--- config.mk ---
export PLATFORM = sky130hd
export DESIGN_NAME = bh_burst_send
export DESIGN_NICKNAME = d
export VERILOG_FILES = /design/src/rtl/bh_burst_send.sv
export SDC_FILE = /design/constraint.sdc
export NUM_CORES = 1
export LEC_CHECK = 0
export CAP_MARGIN = 20
export CORE_MARGIN = 1
export CORE_UTILIZATION = 61
export CTS_CLUSTER_SIZE = 20
export DETAILED_ROUTE_END_ITERATION = 8
export HOLD_SLACK_MARGIN = 0.03
export PLACE_DENSITY = 0.77
export SETUP_SLACK_MARGIN = 0.2
export SLEW_MARGIN = 25
export SYNTH_ARGS = -nofsm -noshare
export SYNTH_HDL_FRONTEND = slang
export SYNTH_SLANG_ARGS = --single-unit
--- constraint.sdc ---
create_clock -name sys_clk -period 4.7 [get_ports sys_clk]
set_clock_uncertainty 0.2 [all_clocks]
set_input_delay 0.94 -clock sys_clk [delete_from_list [all_inputs] [get_ports sys_clk]]
set_output_delay 0.94 -clock sys_clk [all_outputs]
set_load 0.005 [all_outputs]
--- src/rtl/bh_burst_send.sv ---
// Key-triggered burst UART sender: host bytes are queued in a FIFO and a debounced
// key press sends every queued byte back-to-back. Optional macro BH_PARITY_EN adds an even-parity bit.
module bh_burst_send #(
  parameter int DATA_BITS  = 8,
  parameter int BAUD_DIV   = 434,
  parameter int DEPTH      = 16,
  parameter int DEB_CYCLES = 1000000
) (
  input  logic                 sys_clk,
  input  logic                 sys_rst,
  input  logic                 key,
  input  logic                 wr_en,
  input  logic [DATA_BITS-1:0] wr_data,
  output logic                 full,
  output logic                 empty,
  output logic                 busy,
  output logic                 uart_txd
);

  localparam int AW  = $clog2(DEPTH);
  localparam int CW  = $clog2(DEPTH + 1);
  localparam int BCW = $clog2(BAUD_DIV);
  localparam int BIW = $clog2(DATA_BITS);
  localparam int DW  = $clog2(DEB_CYCLES + 1);

  typedef enum logic [2:0] {
    ST_IDLE   = 3'd0,
    ST_START  = 3'd1,
    ST_DATA   = 3'd2,
`ifdef BH_PARITY_EN
    ST_PARITY = 3'd3,
`endif
    ST_STOP   = 3'd4
  } state_t;

  logic                 sync1_r, sync2_r, deb_r, deb_d_r, press_r;
  logic [DW-1:0]        deb_cnt_r;
  logic [DATA_BITS-1:0] mem_r [DEPTH];
  logic [AW-1:0]        wr_ptr_r, rd_ptr_r;
  logic [CW-1:0]        count_r, count_next_s, burst_left_r;
  logic                 full_r, empty_r, push_s, pop_s, tick_s, trigger_s;
  logic                 txd_r, txd_next_s, busy_r;
  state_t               state_r, state_next_s;
  logic [BCW-1:0]       baud_cnt_r;
  logic [BIW-1:0]       bit_cnt_r;
  logic [DATA_BITS-1:0] shift_r, head_s;
`ifdef BH_PARITY_EN
  logic                 par_r;

  function automatic logic even_parity(input logic [DATA_BITS-1:0] d);
    return ^d;
  endfunction
`endif

  // Key synchroniser, debouncer and press-edge pulse
  always_ff @(posedge sys_clk) begin
    if (sys_rst) begin
      sync1_r   <= 1'b1;
      sync2_r   <= 1'b1;
      deb_r     <= 1'b1;
      deb_d_r   <= 1'b1;
      press_r   <= 1'b0;
      deb_cnt_r <= '0;
    end else begin
      sync1_r <= key;
      sync2_r <= sync1_r;
      deb_d_r <= deb_r;
      press_r <= deb_d_r & ~deb_r;
      if (sync2_r != deb_r) begin
        if (deb_cnt_r == DW'(DEB_CYCLES - 1)) begin
          deb_r     <= sync2_r;
          deb_cnt_r <= '0;
        end else begin
          deb_cnt_r <= deb_cnt_r + DW'(1);
        end
      end else begin
        deb_cnt_r <= '0;
      end
    end
  end

  // FIFO occupancy; flags describe the count after this edge
  always_comb begin
    push_s       = wr_en & ~full_r;
    count_next_s = count_r + CW'(push_s) - CW'(pop_s);
    head_s       = mem_r[rd_ptr_r];
  end

  // FIFO pointers, count and registered flags
  always_ff @(posedge sys_clk) begin
    if (sys_rst) begin
      wr_ptr_r <= '0;
      rd_ptr_r <= '0;
      count_r  <= '0;
      full_r   <= 1'b0;
      empty_r  <= 1'b1;
    end else begin
      if (push_s) wr_ptr_r <= wr_ptr_r + AW'(1);
      if (pop_s)  rd_ptr_r <= rd_ptr_r + AW'(1);
      count_r <= count_next_s;
      full_r  <= (count_next_s == CW'(DEPTH));
      empty_r <= (count_next_s == '0);
    end
  end

  // FIFO storage
  always_ff @(posedge sys_clk) begin
    if (push_s) mem_r[wr_ptr_r] <= wr_data;
  end

  assign tick_s    = (baud_cnt_r == BCW'(BAUD_DIV - 1));
  assign trigger_s = press_r & ~empty_r & (state_r == ST_IDLE);

  // Next state, FIFO pop and the line level for the next cycle
  always_comb begin
    state_next_s = state_r;
    pop_s        = 1'b0;
    txd_next_s   = 1'b1;
    case (state_r)
      ST_IDLE: begin
        if (trigger_s) begin
          state_next_s = ST_START;
          pop_s        = 1'b1;
        end else begin
          state_next_s = ST_IDLE;
        end
      end
      ST_START: begin
        if (tick_s) state_next_s = ST_DATA;
        else        state_next_s = ST_START;
      end
      ST_DATA: begin
        if (tick_s && (bit_cnt_r == BIW'(DATA_BITS - 1))) begin
`ifdef BH_PARITY_EN
          state_next_s = ST_PARITY;
`else
          state_next_s = ST_STOP;
`endif
        end else begin
          state_next_s = ST_DATA;
        end
      end
`ifdef BH_PARITY_EN
      ST_PARITY: begin
        if (tick_s) state_next_s = ST_STOP;
        else        state_next_s = ST_PARITY;
      end
`endif
      ST_STOP: begin
        if (tick_s) begin
          if (burst_left_r == CW'(1)) begin
            state_next_s = ST_IDLE;
          end else begin
            state_next_s = ST_START;
            pop_s        = 1'b1;
          end
        end else begin
          state_next_s = ST_STOP;
        end
      end
      default: state_next_s = ST_IDLE;
    endcase

    case (state_next_s)
      ST_START:  txd_next_s = 1'b0;
      ST_DATA:   txd_next_s = (state_r == ST_DATA && tick_s) ? shift_r[1] : shift_r[0];
`ifdef BH_PARITY_EN
      ST_PARITY: txd_next_s = par_r;
`endif
      default:   txd_next_s = 1'b1;
    endcase
  end

  // Frame sequencing: state, baud/bit counters, shifter and burst length
  always_ff @(posedge sys_clk) begin
    if (sys_rst) begin
      state_r      <= ST_IDLE;
      baud_cnt_r   <= '0;
      bit_cnt_r    <= '0;
      shift_r      <= '0;
      burst_left_r <= '0;
      txd_r        <= 1'b1;
      busy_r       <= 1'b0;
`ifdef BH_PARITY_EN
      par_r        <= 1'b0;
`endif
    end else begin
      state_r <= state_next_s;
      txd_r   <= txd_next_s;
      busy_r  <= (state_next_s != ST_IDLE);
      if (state_r == ST_IDLE || tick_s) baud_cnt_r <= '0;
      else                              baud_cnt_r <= baud_cnt_r + BCW'(1);
      if (state_r != ST_DATA) bit_cnt_r <= '0;
      else if (tick_s)        bit_cnt_r <= bit_cnt_r + BIW'(1);
      if (pop_s) begin
        shift_r <= head_s;
`ifdef BH_PARITY_EN
        par_r   <= even_parity(head_s);
`endif
      end else if (state_r == ST_DATA && tick_s) begin
        shift_r <= {1'b0, shift_r[DATA_BITS-1:1]};
      end
      // burst length is frozen at trigger; later writes wait for the next press
      if (trigger_s)                          burst_left_r <= count_r;
      else if (state_r == ST_STOP && tick_s)  burst_left_r <= burst_left_r - CW'(1);
    end
  end

  assign full     = full_r;
  assign empty    = empty_r;
  assign busy     = busy_r;
  assign uart_txd = txd_r;

endmodule

==> metrics.md, run 1 <==
| Metric | Value |
|---|---|
| CTS tree | `built` |
| Slew margin rel. | `41.1%` |
| Setup Viol. Count Final | `0` |
| Final ANT Viol Nets | `0` |
| Synth top area cells | `edfxtp_1 (47%), dfxtp_1 (18%), mux4_2 (8.9%), nor2_1 (3.4%), ha_1 (2.6%)` |
| H-tree depth | `1` |
| CP required | `4880 ps` |
| Worst-Margin Slew | `876 ps` |
| Top cell by count, worst path | `ha_1` |
| Layout net count | `629` |
| Antenna diode count | `0` |
| Number of buffers created by CTS | `21` |
| Seq/Total Area, Yosys | `65.5%` |
| Synth async-reset ratio | `0%` |
| DIE WIDTH | `117 um` |
| IO Port Bufs | `15` |
| Post-cts sizing count | `0` |
| Slowest stage delay, CP | `460 ps` |
| Max FO, Critical Path | `12` |
| Die extent in y | `117 um` |
| Drt via density | `5.79` |
| Final setup margin | `1290 ps` |
| Cell Rows | `41` |
| Met3 routed WL | `850 um` |
| Post-synth net total | `609` |
| CTS Buffer Depth | `3` |
| Nature of the critical path startpoint | `register` |
| CTS clk-pin slew, worst paths | `60 ps` |
| Kind of critical path | `register to register` |
| CP bufs+invs | `3` |
| Fmax | `0.293 GHz` |
| I/O Pins | `16` |
| Largest net degree at the start of global routing | `33` |
| Core Region | `12800 sq um` |
| Setup TNS | `0 ps` |
| Initial antenna violation count | `0` |
| Area leader, netlist | `edfxtp_1` |
| Tcrit/Tclk final | `72.6%` |
| Synth top area share | `47.3%` |
| Post-synth cell types | `55` |
| Routed wire length | `14800 um` |
| Yosys reg bits | `202` |
| Pwr per Cell Area | `434 nW/um^2` |
| Worst hold path type | `register to register` |
| Status | `finished clean` |
| Ys Warns | `0` |
| Initial Utilization | `63.4%` |
| Max VDD drop | `0.317 mV` |
| RSZ-0062 raised after global routing | `false` |
| Crit end category | `register` |
| Cell Chain, Critical Path | `inv_1 > ha_1 > or4b_4 > nand4_2 > and2_4 > inv_4 > ha_1 > inv_1 > ha_1 > fa_1 > a21o_1 > a21oi_1 > xnor2_1 > nor2_1 > and2_1` |
| Pleak | `2.98 nW` |
| Pre-Repair DR Iteration Count | `4` |
| Placer Congestion | `0.780` |
| Routed len/inst | `18.8 um` |
| CP arrival | `3590 ps` |
| EDFF count, synth | `128` |
| Cell count after synthesis | `579` |
| Fin. Hold Viols | `0` |
| Vias in the first global route | `4605` |
| Iteration-0 DRC Markers | `319` |
| All-layer global routing usage | `22.8%` |
| Routed met2 length | `7440 um` |
| Synth-to-layout area growth | `12.1%` |
| First-pass GRT wire length | `24300 um` |
| DRC | `0` |
| Total gr overflow | `0` |
| Clock sinks | `202` |
| DR vias | `4542` |
| Top routing layer in use | `met4` |
| Ys flop type | `edfxtp_1` |
| Hpwl dp | `9620 um` |
| Fraction of final layout cells sized beyond drive strength 1 | `13.7%` |
| Synthesized area | `8130 sq um` |
| Die area | `13800 sq um` |
| CTS root buf | `clkbuf_16` |
| Synth Area per Inst | `14.0 sq um` |
| Met1 wire length | `6100 um` |
| Pre-CTS setup slack | `911 ps` |
| Cts hold-fix bufs | `0` |
| Post-CTS setup buffer count | `0` |
| Slowest CP cell | `or4b_4` |
| Final Max Tran Viols | `0` |
| CP delay by family, top | `simple AND/OR/NAND/NOR gates` |
| Tmin final | `3410 ps` |
| Max cap viols | `0` |
| Worst skew pair latency | `500 ps` |
-- cell usage after synthesis, types with 14 or more instances --
| library cell | instances |
|---|---|
| edfxtp_1 | 128 |
| nand3_1 | 14 |
| a22oi_1 | 16 |
| a21oi_1 | 14 |
| xnor2_1 | 16 |
| inv_1 | 15 |
| nand2_1 | 44 |
| ha_1 | 17 |
| nor2_1 | 74 |
| dfxtp_1 | 74 |
| mux4_2 | 32 |
| xor2_1 | 21 |
-- routing by layer --
layer	GRT usage (%)	vias to the layer above
met4	7.29	0
met1	30.1	2235
met5	0	-
met3	4.02	26
li1	-	2177
met2	38.6	104
-- worst register-to-register path, delay by kind of cell (launching register included) --
kind / cells / cell delay (ps)
buffers and inverters: 3 / 200
DFF: 1 / 320
and+or+nand+nor: 5 / 1060
adders and majority gates: 4 / 1030
AOI/OAI and AO/OA: 2 / 350
xor gates and xnor gates: 1 / 150
-- state kept, by name, indices dropped and copies added (netlist names), 3 cells and up, named ones only --
register and count:
mem_r 128, deb_cnt_r 20, baud_cnt_r 9, shift_r 8
burst_left_r 5, count_r 5, rd_ptr_r 4, wr_ptr_r 4
bit_cnt_r 3, state_r 3
-- cell families after synthesis --
kind of cell	count (synthesis)	synth area share (%)
flip-flops	202	65.5
AND/OR/NAND/NOR	191	11.4
AO/OA/AOI/OAI	55	4.83
buffers and inverters	41	2.23
XOR/XNOR	37	3.99
multiplexers	35	9.23
adder cells (fa/ha/maj)	18	2.86
-- power breakdown --
group          total (mW)  switching [mW]  internal, mW
clock network        1.63           0.650         0.977
logic               0.332           0.183         0.149
registers            2.00          0.0364          1.96
-- placed cells by master (no fill, tap or decap), types with 3 or more instances in the layout --
cell type,Yosys,layout
edfxtp_1,128,128
nor2_1,74,74
dfxtp_1,74,72
nand2_1,44,44
mux4_2,32,32
xor2_1,21,21
clkbuf_16,0,21
ha_1,17,17
xnor2_1,16,16
a22oi_1,16,16
inv_1,15,15
clkdlybuf4s50_1,0,15
a21oi_1,14,14
nand3_1,14,14
nor3_1,11,11
a311oi_1,7,7
buf_4,1,7
nor2b_1,6,6
nand4_1,6,6
and3_1,5,5
and2_1,4,4
or3_1,4,4
mux2i_1,3,3
a211oi_1,3,3
nor4_1,3,3
a21o_1,3,3
or2_2,3,3
clkbuf_8,0,3
clkinv_1,0,3
clkinv_2,0,3
-- layout make-up --
| type | count | area (sq um) |
|---|---|---|
| sequential | 202 | 5330 |
| fill | 855 | 3710 |
| multi-input combinational | 336 | 2620 |
| clock buffer | 26 | 574 |
| tap | 172 | 215 |
| timing repair buffer | 22 | 203 |
| clock inverter | 11 | 111 |
| inverter | 16 | 62.6 |
-- worst paths after layout --
path | startpoint | end | slack [ps] | cells after the start
max reg2reg | burst_left_r[1] | full | 1290 | 15
min | deb_d_r | press_r | 210 | 2
min reg2reg | deb_d_r | press_r | 210 | 2
max | burst_left_r[1] | full | 1290 | 15
-- stage by stage --
| stage | hold slack [ps] | power [mW] | instances | cell area [sq um] | utilization [%] |
|---|---|---|---|---|---|
| after floorplan | 189 | 2.23 | 579 | 8130 | - |
| after global placement | 200 | 2.34 | 748 | 8430 | 65.7 |
| after detailed placement | 200 | 2.37 | 748 | 8430 | 65.7 |
| after CTS | 209 | 3.99 | 785 | 9120 | 71.1 |
| after global routing | 247 | 4.10 | 785 | 9120 | 71.1 |
| final | 208 | 3.96 | 785 | 9120 | 71.1 |
Note: power is estimated with default switching activity, not from simulation.
==> inputs of run 2 (changes only) <==
==> constraint.sdc (replaced) <==
create_clock -name sys_clk -period 3.4 [get_ports sys_clk]
set_clock_uncertainty 0.2 [all_clocks]
set_input_delay 0.68 -clock sys_clk [delete_from_list [all_inputs] [get_ports sys_clk]]
set_output_delay 0.68 -clock sys_clk [all_outputs]
set_load 0.005 [all_outputs]
==> metrics.md, run 2 (synthesized netlist as in run 1, its figures left out) <==
| Metric | Value |
|---|---|
| CTS clk-pin slew, worst paths | `60 ps` |
| DIE WIDTH | `117 um` |
| Max VDD drop | `0.485 mV` |
| Most common library cell in the layout ignoring fill and taps | `edfxtp_1` |
| Most flop-heavy register | `mem_r` |
| Setup TNS | `0 ps` |
| Tcrit/Tclk final | `92.3%` |
| Fin. Hold Viols | `0` |
| Slowest CP cell | `or4b_4` |
| NetSw | `1.16 mW` |
| Die area | `13800 sq um` |
| Iteration-0 DRC Markers | `317` |
| Slowest stage delay, CP | `480 ps` |
| CP delay by family, top | `simple AND/OR/NAND/NOR gates` |
| Biggest regs | `mem_r: 128 flops, deb_cnt_r: 20 flops, baud_cnt_r: 9 flops` |
| CP bufs+invs | `3` |
| Final Max Tran Viols | `0` |
| IO Port Bufs | `15` |
| Hpwl dp | `9710 um` |
| CTS tree | `built` |
| Sequential share of power | `51.2%` |
| Top cell by count, worst path | `ha_4` |
| Switching share of power | `21.5%` |
| Clock power share | `39.8%` |
| Cell Rows | `41` |
| Status | `finished clean` |
| First-pass GRT wire length | `24400 um` |
| RSZ-0062 raised after global routing | `true` |
| I/O Pins | `16` |
| Cts hold-fix bufs | `0` |
| Slew margin rel. | `40.4%` |
| CTS Buffer Depth | `3` |
| Internal power | `4.23 mW` |
| Drt via density | `5.84` |
| Max cap viols | `0` |
| Antenna diode count | `0` |
| CP required | `3570 ps` |
| Most frequent cells in the layout | `edfxtp_1 (128), nor2_1 (74), dfxtp_1 (71)` |
| Pwr per Cell Area | `578 nW/um^2` |
| Pleak | `3.08 nW` |
| H-tree depth | `1` |
| Kind of critical path | `register to register` |
| Setup Viol. Count Final | `0` |
| Clock sinks | `202` |
| Initial Utilization | `63.4%` |
| Placer Congestion | `0.842` |
| Routed len/inst | `19.0 um` |
| Worst-Margin Slew | `887 ps` |
| Vias in the first global route | `4794` |
| Largest net degree at the start of global routing | `33` |
| Final setup margin | `263 ps` |
| All-layer global routing usage | `22.8%` |
| Synth-to-layout area growth | `14.7%` |
| Worst hold path type | `register to register` |
| CTS root buf | `clkbuf_16` |
| Routed wire length | `15400 um` |
| Pre-CTS setup slack | `139 ps` |
| Worst skew pair latency | `490 ps` |
| Hold_ws | `223 ps` |
| CP arrival | `3310 ps` |
| DRC | `0` |
| Nature of the critical path startpoint | `register` |
| Initial antenna violation count | `0` |
| Final ANT Viol Nets | `0` |
| Crit end category | `register` |
| Layout net count | `651` |
| Overall power | `5.39 mW` |
| Fraction of final layout cells sized beyond drive strength 1 | `17.3%` |
| Max FO, Critical Path | `5` |
| Cell Chain, Critical Path | `inv_2 > ha_4 > or4b_4 > nand4_4 > and2_4 > inv_8 > ha_4 > inv_2 > ha_4 > fa_2 > a21o_1 > a21oi_2 > xnor2_1 > nor2_1 > and2_1` |
| DR vias | `4710` |
| Die extent in y | `117 um` |
| Final core utilization | `72.7%` |
| Number of buffers created by CTS | `20` |
| Fmax | `0.319 GHz` |
| Logic pwr share | `8.9%` |
| Total gr overflow | `0` |
| Number of flip-flops in the largest register | `128` |
| Tmin final | `3140 ps` |
| Core Region | `12800 sq um` |
| Pre-Repair DR Iteration Count | `5` |
==> run 2: cell count changes in the layout (fill, tap and decap cells not counted), sizes merged <==
cell	delta
buf	+23
clkinvlp	-1
inv	-1
bufinv	-1
clkbuf	+5
clkinv	-3
==> run 2: layout make-up <==
type,instances,area [sq um]
repair buffers,45,388
clock inverters,5,47.5
flip-flops and latches,202,5330
clock buffers,31,604
fillers,820,3500
inverters,16,67.6
multi-input cells,336,2680
well taps,172,215
==> run 2: path summary, 6_finish.rpt <==
path,depth (start not counted),from,endpoint,slack [ps]
setup / recovery,15,burst_left_r[1],full,260
hold / removal,2,deb_d_r,press_r,220
setup reg to reg,15,burst_left_r[1],full,260
hold reg to reg,2,deb_d_r,press_r,220
==> run 2: repair_timing <==
action,in CTS,in global routing
pin swaps,2,8
setup buffers,1,7
setup endpoints to repair,1,1
resized for setup,0,9
==> run 2: worst reg2reg max path, cell delays in order (launching register included) <==
cell and delay (ps):
dfxtp_2 330, inv_2 80, ha_4 110, or4b_4 480, nand4_4 100, and2_4 190, inv_8 40, ha_4 250
inv_2 40, ha_4 150, fa_2 370, a21o_1 180, a21oi_2 140, xnor2_1 150, nor2_1 70, and2_1 160
==> run 2: layer usage <==
metal	vias to the layer above	global-route usage, %	routed length (um)
met5	-	0	0
met4	0	5.61	245
met3	22	3.92	635
met2	103	39.2	7820
met1	2366	30.4	6650
li1	2219	-	-
==> run 2: per-stage QoR <==
| step | std cells | area [sq um] |
|---|---|---|
| after floorplan | 579 | 8160 |
| after global placement | 763 | 8590 |
| after detailed placement | 763 | 8590 |
| after CTS | 800 | 9250 |
| after global routing | 807 | 9330 |
| final | 807 | 9330 |
==> run 2: power by group through the flow <==
stage,Sequential (mW),Combinational [mW],Clock (mW)
floorplan,2.79,0.311,0
global placement,2.81,0.441,0
detailed placement,2.81,0.466,0
CTS,2.76,0.468,2.18
global route,2.77,0.536,2.27
finish,2.76,0.481,2.15
==> inputs of run 3 (changes only) <==
--- a/config.mk
+++ b/config.mk
@@ -5,6 +5,7 @@
 export SDC_FILE = /design/constraint.sdc
 export NUM_CORES = 1
 export LEC_CHECK = 0
+export ABC_CLOCK_PERIOD_IN_PS = 3400
 export CAP_MARGIN = 20
 export CORE_MARGIN = 1
 export CORE_UTILIZATION = 61
==> results of run 3 <==
Same layout as run 2: the final DEF is identical, and so are final timing and power.
